## config.mk

```make
export PLATFORM = sky130hd
export DESIGN_NAME = ntt_mul_arbiter
export DESIGN_NICKNAME = d
export VERILOG_FILES = /design/src/rtl/ntt_mul_arbiter.sv
export SDC_FILE = /design/constraint.sdc
export NUM_CORES = 1
export LEC_CHECK = 0
export CORE_AREA = 4 4 177 179
export DETAILED_ROUTE_END_ITERATION = 12
export DIE_AREA = 0 0 181 183
export PLACE_DENSITY = 0.65
export REMOVE_ABC_BUFFERS = 1
export SYNTH_ARGS = -nofsm -noshare
export SYNTH_HDL_FRONTEND = slang
export SYNTH_SLANG_ARGS = --single-unit
```

## constraint.sdc

```tcl
create_clock -name clk -period 2.9 [get_ports clk]
set_input_delay 0.58 -clock clk [delete_from_list [all_inputs] [get_ports clk]]
set_output_delay 0.58 -clock clk [all_outputs]
set_load 0.01 [all_outputs]
```

## src/rtl/ntt_mul_arbiter.sv

```systemverilog
// Round-robin share of one combinational modular multiplier among NUM_REQ NTT requesters; owns the modulus register.
// Latency: an op granted in cycle c shows rsp_valid in cycle c+2; sustains one op per cycle.
// Backpressure: rsp_ready low freezes S2, then S1 and mul_*, and withdraws all grants once S1 is full.
// Optional: define MUL_ARB_STATS_EN to add the stat_ops / stat_stall saturating counters.
module ntt_mul_arbiter #(
    parameter int               NUM_REQ = 4,
    parameter int               DATA_W  = 32,
    parameter int               ID_W    = 2,
    parameter logic [DATA_W-1:0] RST_MOD = DATA_W'(7681)
) (
    input  logic                      clk,
    input  logic                      rst,
    input  logic [NUM_REQ-1:0]        req_valid,
    output logic [NUM_REQ-1:0]        req_ready,
    input  logic [NUM_REQ*DATA_W-1:0] req_data,
    input  logic [NUM_REQ*DATA_W-1:0] req_twiddle,
    input  logic                      cfg_we,
    input  logic [DATA_W-1:0]         cfg_modulus,
    output logic                      cfg_ack,
    output logic                      cfg_err,
    output logic [DATA_W-1:0]         mul_data_in,
    output logic [DATA_W-1:0]         mul_twiddle,
    output logic [DATA_W-1:0]         mul_modulus,
    input  logic [DATA_W-1:0]         mul_result,
    output logic                      rsp_valid,
    input  logic                      rsp_ready,
    output logic [ID_W-1:0]           rsp_id,
    output logic [DATA_W-1:0]         rsp_result
`ifdef MUL_ARB_STATS_EN
    ,
    output logic [31:0]               stat_ops,
    output logic [31:0]               stat_stall
`endif
);

    logic [ID_W-1:0]   rr_ptr;
    logic [ID_W-1:0]   s1_id;
    logic              s1_valid;
    logic [DATA_W-1:0] modulus;
    logic              stall;
    logic              s1_load;
    logic              grant_vld;
    logic [ID_W-1:0]   grant_idx;
    logic [ID_W-1:0]   cand;

    assign mul_modulus = modulus;
    assign stall       = rsp_valid & ~rsp_ready;
    assign s1_load     = ~s1_valid | ~stall;

    // Round-robin search from rr_ptr; a pending modulus write blocks new grants so the pipe drains
    always_comb begin
        grant_vld = 1'b0;
        grant_idx = '0;
        cand      = '0;
        req_ready = '0;
        if (s1_load && !cfg_we) begin
            for (int k = 0; k < NUM_REQ; k++) begin
                cand = ID_W'((int'(rr_ptr) + k) % NUM_REQ);
                if (!grant_vld && req_valid[cand]) begin
                    grant_vld = 1'b1;
                    grant_idx = cand;
                end
            end
            if (grant_vld) begin
                req_ready[grant_idx] = 1'b1;
            end
        end
    end

    // Operand stage: captures the granted op, holds while S2 is stalled
    always_ff @(posedge clk) begin
        if (rst) begin
            s1_valid    <= 1'b0;
            s1_id       <= '0;
            mul_data_in <= '0;
            mul_twiddle <= '0;
            rr_ptr      <= '0;
        end else if (s1_load) begin
            s1_valid <= grant_vld;
            if (grant_vld) begin
                s1_id       <= grant_idx;
                mul_data_in <= req_data[grant_idx*DATA_W +: DATA_W];
                mul_twiddle <= req_twiddle[grant_idx*DATA_W +: DATA_W];
                rr_ptr      <= ID_W'((int'(grant_idx) + 1) % NUM_REQ);
            end
        end
    end

    // Response stage: registers the multiplier output with its requester tag
    always_ff @(posedge clk) begin
        if (rst) begin
            rsp_valid  <= 1'b0;
            rsp_id     <= '0;
            rsp_result <= '0;
        end else if (!stall) begin
            rsp_valid <= s1_valid;
            if (s1_valid) begin
                rsp_id     <= s1_id;
                rsp_result <= mul_result;
            end
        end
    end

    // Modulus update only with both stages empty, so no in-flight op sees a change
    always_ff @(posedge clk) begin
        if (rst) begin
            modulus <= RST_MOD;
            cfg_ack <= 1'b0;
            cfg_err <= 1'b0;
        end else begin
            cfg_ack <= 1'b0;
            cfg_err <= 1'b0;
            if (cfg_we && !s1_valid && !rsp_valid) begin
                if (cfg_modulus != '0) begin
                    modulus <= cfg_modulus;
                    cfg_ack <= 1'b1;
                end else begin
                    cfg_err <= 1'b1;
                end
            end
        end
    end

`ifdef MUL_ARB_STATS_EN
    // Saturating counters: delivered responses and stalled cycles
    always_ff @(posedge clk) begin
        if (rst) begin
            stat_ops   <= '0;
            stat_stall <= '0;
        end else begin
            if (rsp_valid && rsp_ready && stat_ops != '1) begin
                stat_ops <= stat_ops + 32'd1;
            end
            if (stall && stat_stall != '1) begin
                stat_stall <= stat_stall + 32'd1;
            end
        end
    end
`else
    // Statistics counters not built in this configuration.
`endif

endmodule

```

==> metrics <==
Worst slew margin=46.6%; P&R area growth vs syn=80.9%; Crit. Startpoint=req_valid[1]; fin. max-slew vios=0; worst-path maximum fanout=4; EDFF count, synth=0; FF-to-FF path depth=6; result of the run=finished, final reports clean; antenna cell count=0; critical path class=in -> out; first-pass GRT wire length=around 50000 um; Initial Util=24.3%; Final HPWL DP=roughly 25000 um; CP endpoint=req_ready[1]; H-tree levels=4; period utilization=96.7%; fin crit period=approximately 2.8 ns; part of the Yosys area used for sequential elements=38.5%; Reg-to-Reg End=mul_twiddle[1]; die area=about 33000 um^2; Die W=181 um; commonest cells after routing, fill and taps aside=456 x clkdlybuf4s50_1, 157 x nor2_1, 138 x dfxtp_1, 71 x nand2_1, 65 x nand3b_1; Skew-Pair Late Insertion Delay=roughly 0.42 ns; synth unique cells=39; clk slew on worst S/H paths=0.07 ns; clock skew=approximately 0.013 ns; routed vias=8222; Worst setup EP type=primary output; Final Hold Fails=0; # clock sinks=around 140; CP startpoint kind=input port; routability cong.=~0.85; maximum VDD drop=0.309 mV; Power Total=between 6 and 7 mW; Fin Setup TNS=0 ns; leading register cell type out of synthesis=dfxtp_1; YS warnings=0; initial antenna violation count=1; wire per inst=about 20 um; total track usage=19.2%; Critical Path AT=between 2 and 2.5 ns; Rows=63; ys async rst share=0%; Leak Pwr=4.82 nW; CTS hold repair buffers=0; final WL=around 34000 um; Max Cap Viol=0; most common cell after layout, fill and taps aside=clkdlybuf4s50_1; global route total overflow=0; Worst-Margin Slew=approximately 0.8 ns; synthesized instance count=842; CTS tree=done; largest net degree at the start of global routing=66; placed cells=approximately 1700; Final setup viols=0; P per Cell Area=approximately 470 nW/um^2; synthesized flop and latch total=around 140; DRC Markers=0; clock root cell=clkbuf_16; min-delay worst type=reg -> reg; vias in the first global route=8374; post-synthesis cell area=just over 7000 um^2; worst hold stages=2; r2r setup slk=around 0.43 ns; Die Span Y=about 180 um; first drt pass iteration count=4; Fmax=0.357 GHz; RSZ-0062 raised after global routing=false; number of CTS-inserted buffers=17; Mapped Avg Cell Area=between 8 and 9 um^2; final non-filler cell total=roughly 1700; Data required, critical path=between 2 and 2.5 ns; Clock Path Buffers=2; port bufs=between 400 and 500; layout cell share with drive strength beyond 1=roughly 8.1%; Final #Nets=~1600; IO Count=between 400 and 500; RR Startpoint=rr_ptr[1]; post-route ant nets=0; min-delay src=s1_id[1]; Initial DRC Count=~350; Placeable Area=approximately 30000 um^2; Vias per Instance=between 4 and 5; Util after Layout=about 44%
==> timing repair <==
action / in CTS / in global routing
pin swaps: 3 / 3
gates resized for setup: 12 / 3
setup buffers: 2 / 0
endpoints found under the setup margin: 4 / 3
==> power by group <==
part           switching, mW  total (mW)  internal, mW
Combinational          0.810        1.85          1.04
Sequential            0.0925        2.15          2.06
Clock                   1.02        2.16          1.13
Total                   1.92        6.16          4.24
==> area by class of cell <==
type / count / area (um^2)
clock buffer: 18 / 429
clock inverter: 14 / 128
fill: 2947 / 16600
inverter: 8 / 30.0
multi-input combinational: 612 / 4110
sequential: 138 / 2760
tap: 390 / 488
timing repair buffer: 511 / 5030
==> cell families after synthesis <==
kind of cell    Yosys count  synth area share [%]
simple gates            391                  27.4
compound gates          186                  24.0
flops                   138                  38.5
buf+inv                  92                  5.29
mux                      34                  4.74
xor+xnor                  1                 0.122
==> worst min path at each step <==
stage	slack, ns	to
after detailed placement	0.45	rsp_result[19]
after CTS	0.45	rsp_id[1]
after global placement	0.44	rsp_result[9]
final	0.44	rsp_id[1]
after floorplan	0.43	rsp_id[0]
after global routing	0.47	rsp_result[7]
==> worst max-delay path, stage by stage <==
cell	delay, ns
clkdlybuf4s50_1	0.55
buf_4	0.15
a21o_1	0.15
nand3_4	0.10
or2_2	0.31
nor2_1	0.08
dlygate4sd2_1	0.31
==> synthesized netlist by cell type (3+ instances only) <==
| cell type | count | share of area [%] |
|---|---|---|
| and2_0 | 11 | 0.96 |
| a21oi_1 | 37 | 2.6 |
| inv_1 | 8 | 0.42 |
| nor4_1 | 9 | 0.78 |
| nand2b_1 | 3 | 0.26 |
| dfxtp_1 | 138 | 39 |
| nand3b_1 | 65 | 6.8 |
| and2_1 | 48 | 4.2 |
| nand2_1 | 73 | 3.8 |
| buf_2 | 21 | 1.5 |
| o31ai_1 | 7 | 0.73 |
| a211o_1 | 6 | 0.73 |
| nor2b_1 | 3 | 0.26 |
| mux2i_1 | 34 | 4.7 |
| nor3_1 | 3 | 0.21 |
| o2111a_1 | 58 | 9.1 |
| nor2_1 | 159 | 8.3 |
| a21bo_2 | 5 | 0.70 |
| o221ai_1 | 6 | 0.73 |
| nand4_1 | 8 | 0.70 |
| clkbuf_1 | 59 | 3.1 |
| a221o_1 | 58 | 8.1 |
==> per-stage QoR <==
step	setup WS, ns	hold slack [ns]	instance area (um^2)
after floorplan	-1.69	0.426	6820
after detailed placement	-0.435	0.449	12400
final	0.0954	0.441	13000
after global routing	0.0167	0.474	13000
after global placement	-0.413	0.442	12400
after CTS	0.0690	0.445	13000
==> state kept, by name, summed over array words and instances (netlist names) <==
name,cells
mul_modulus,32
mul_twiddle,32
s1_valid,1
rsp_id,2
rsp_valid,1
rsp_result,32
cfg_err,1
mul_data_in,32
rr_ptr,2
s1_id,2
cfg_ack,1
==> metal layers <==
| layer | wire, um | GRT usage, % | vias up |
|---|---|---|---|
| met2 | 17000 | 34.9 | 345 |
| met1 | 13000 | 21.6 | 3876 |
| li1 | - | - | 3958 |
| met4 | 767 | 5.61 | 2 |
| met3 | 2920 | 6.11 | 41 |
| met5 | 20 | 0 | - |
Note: power is estimated with default switching activity, not from simulation.
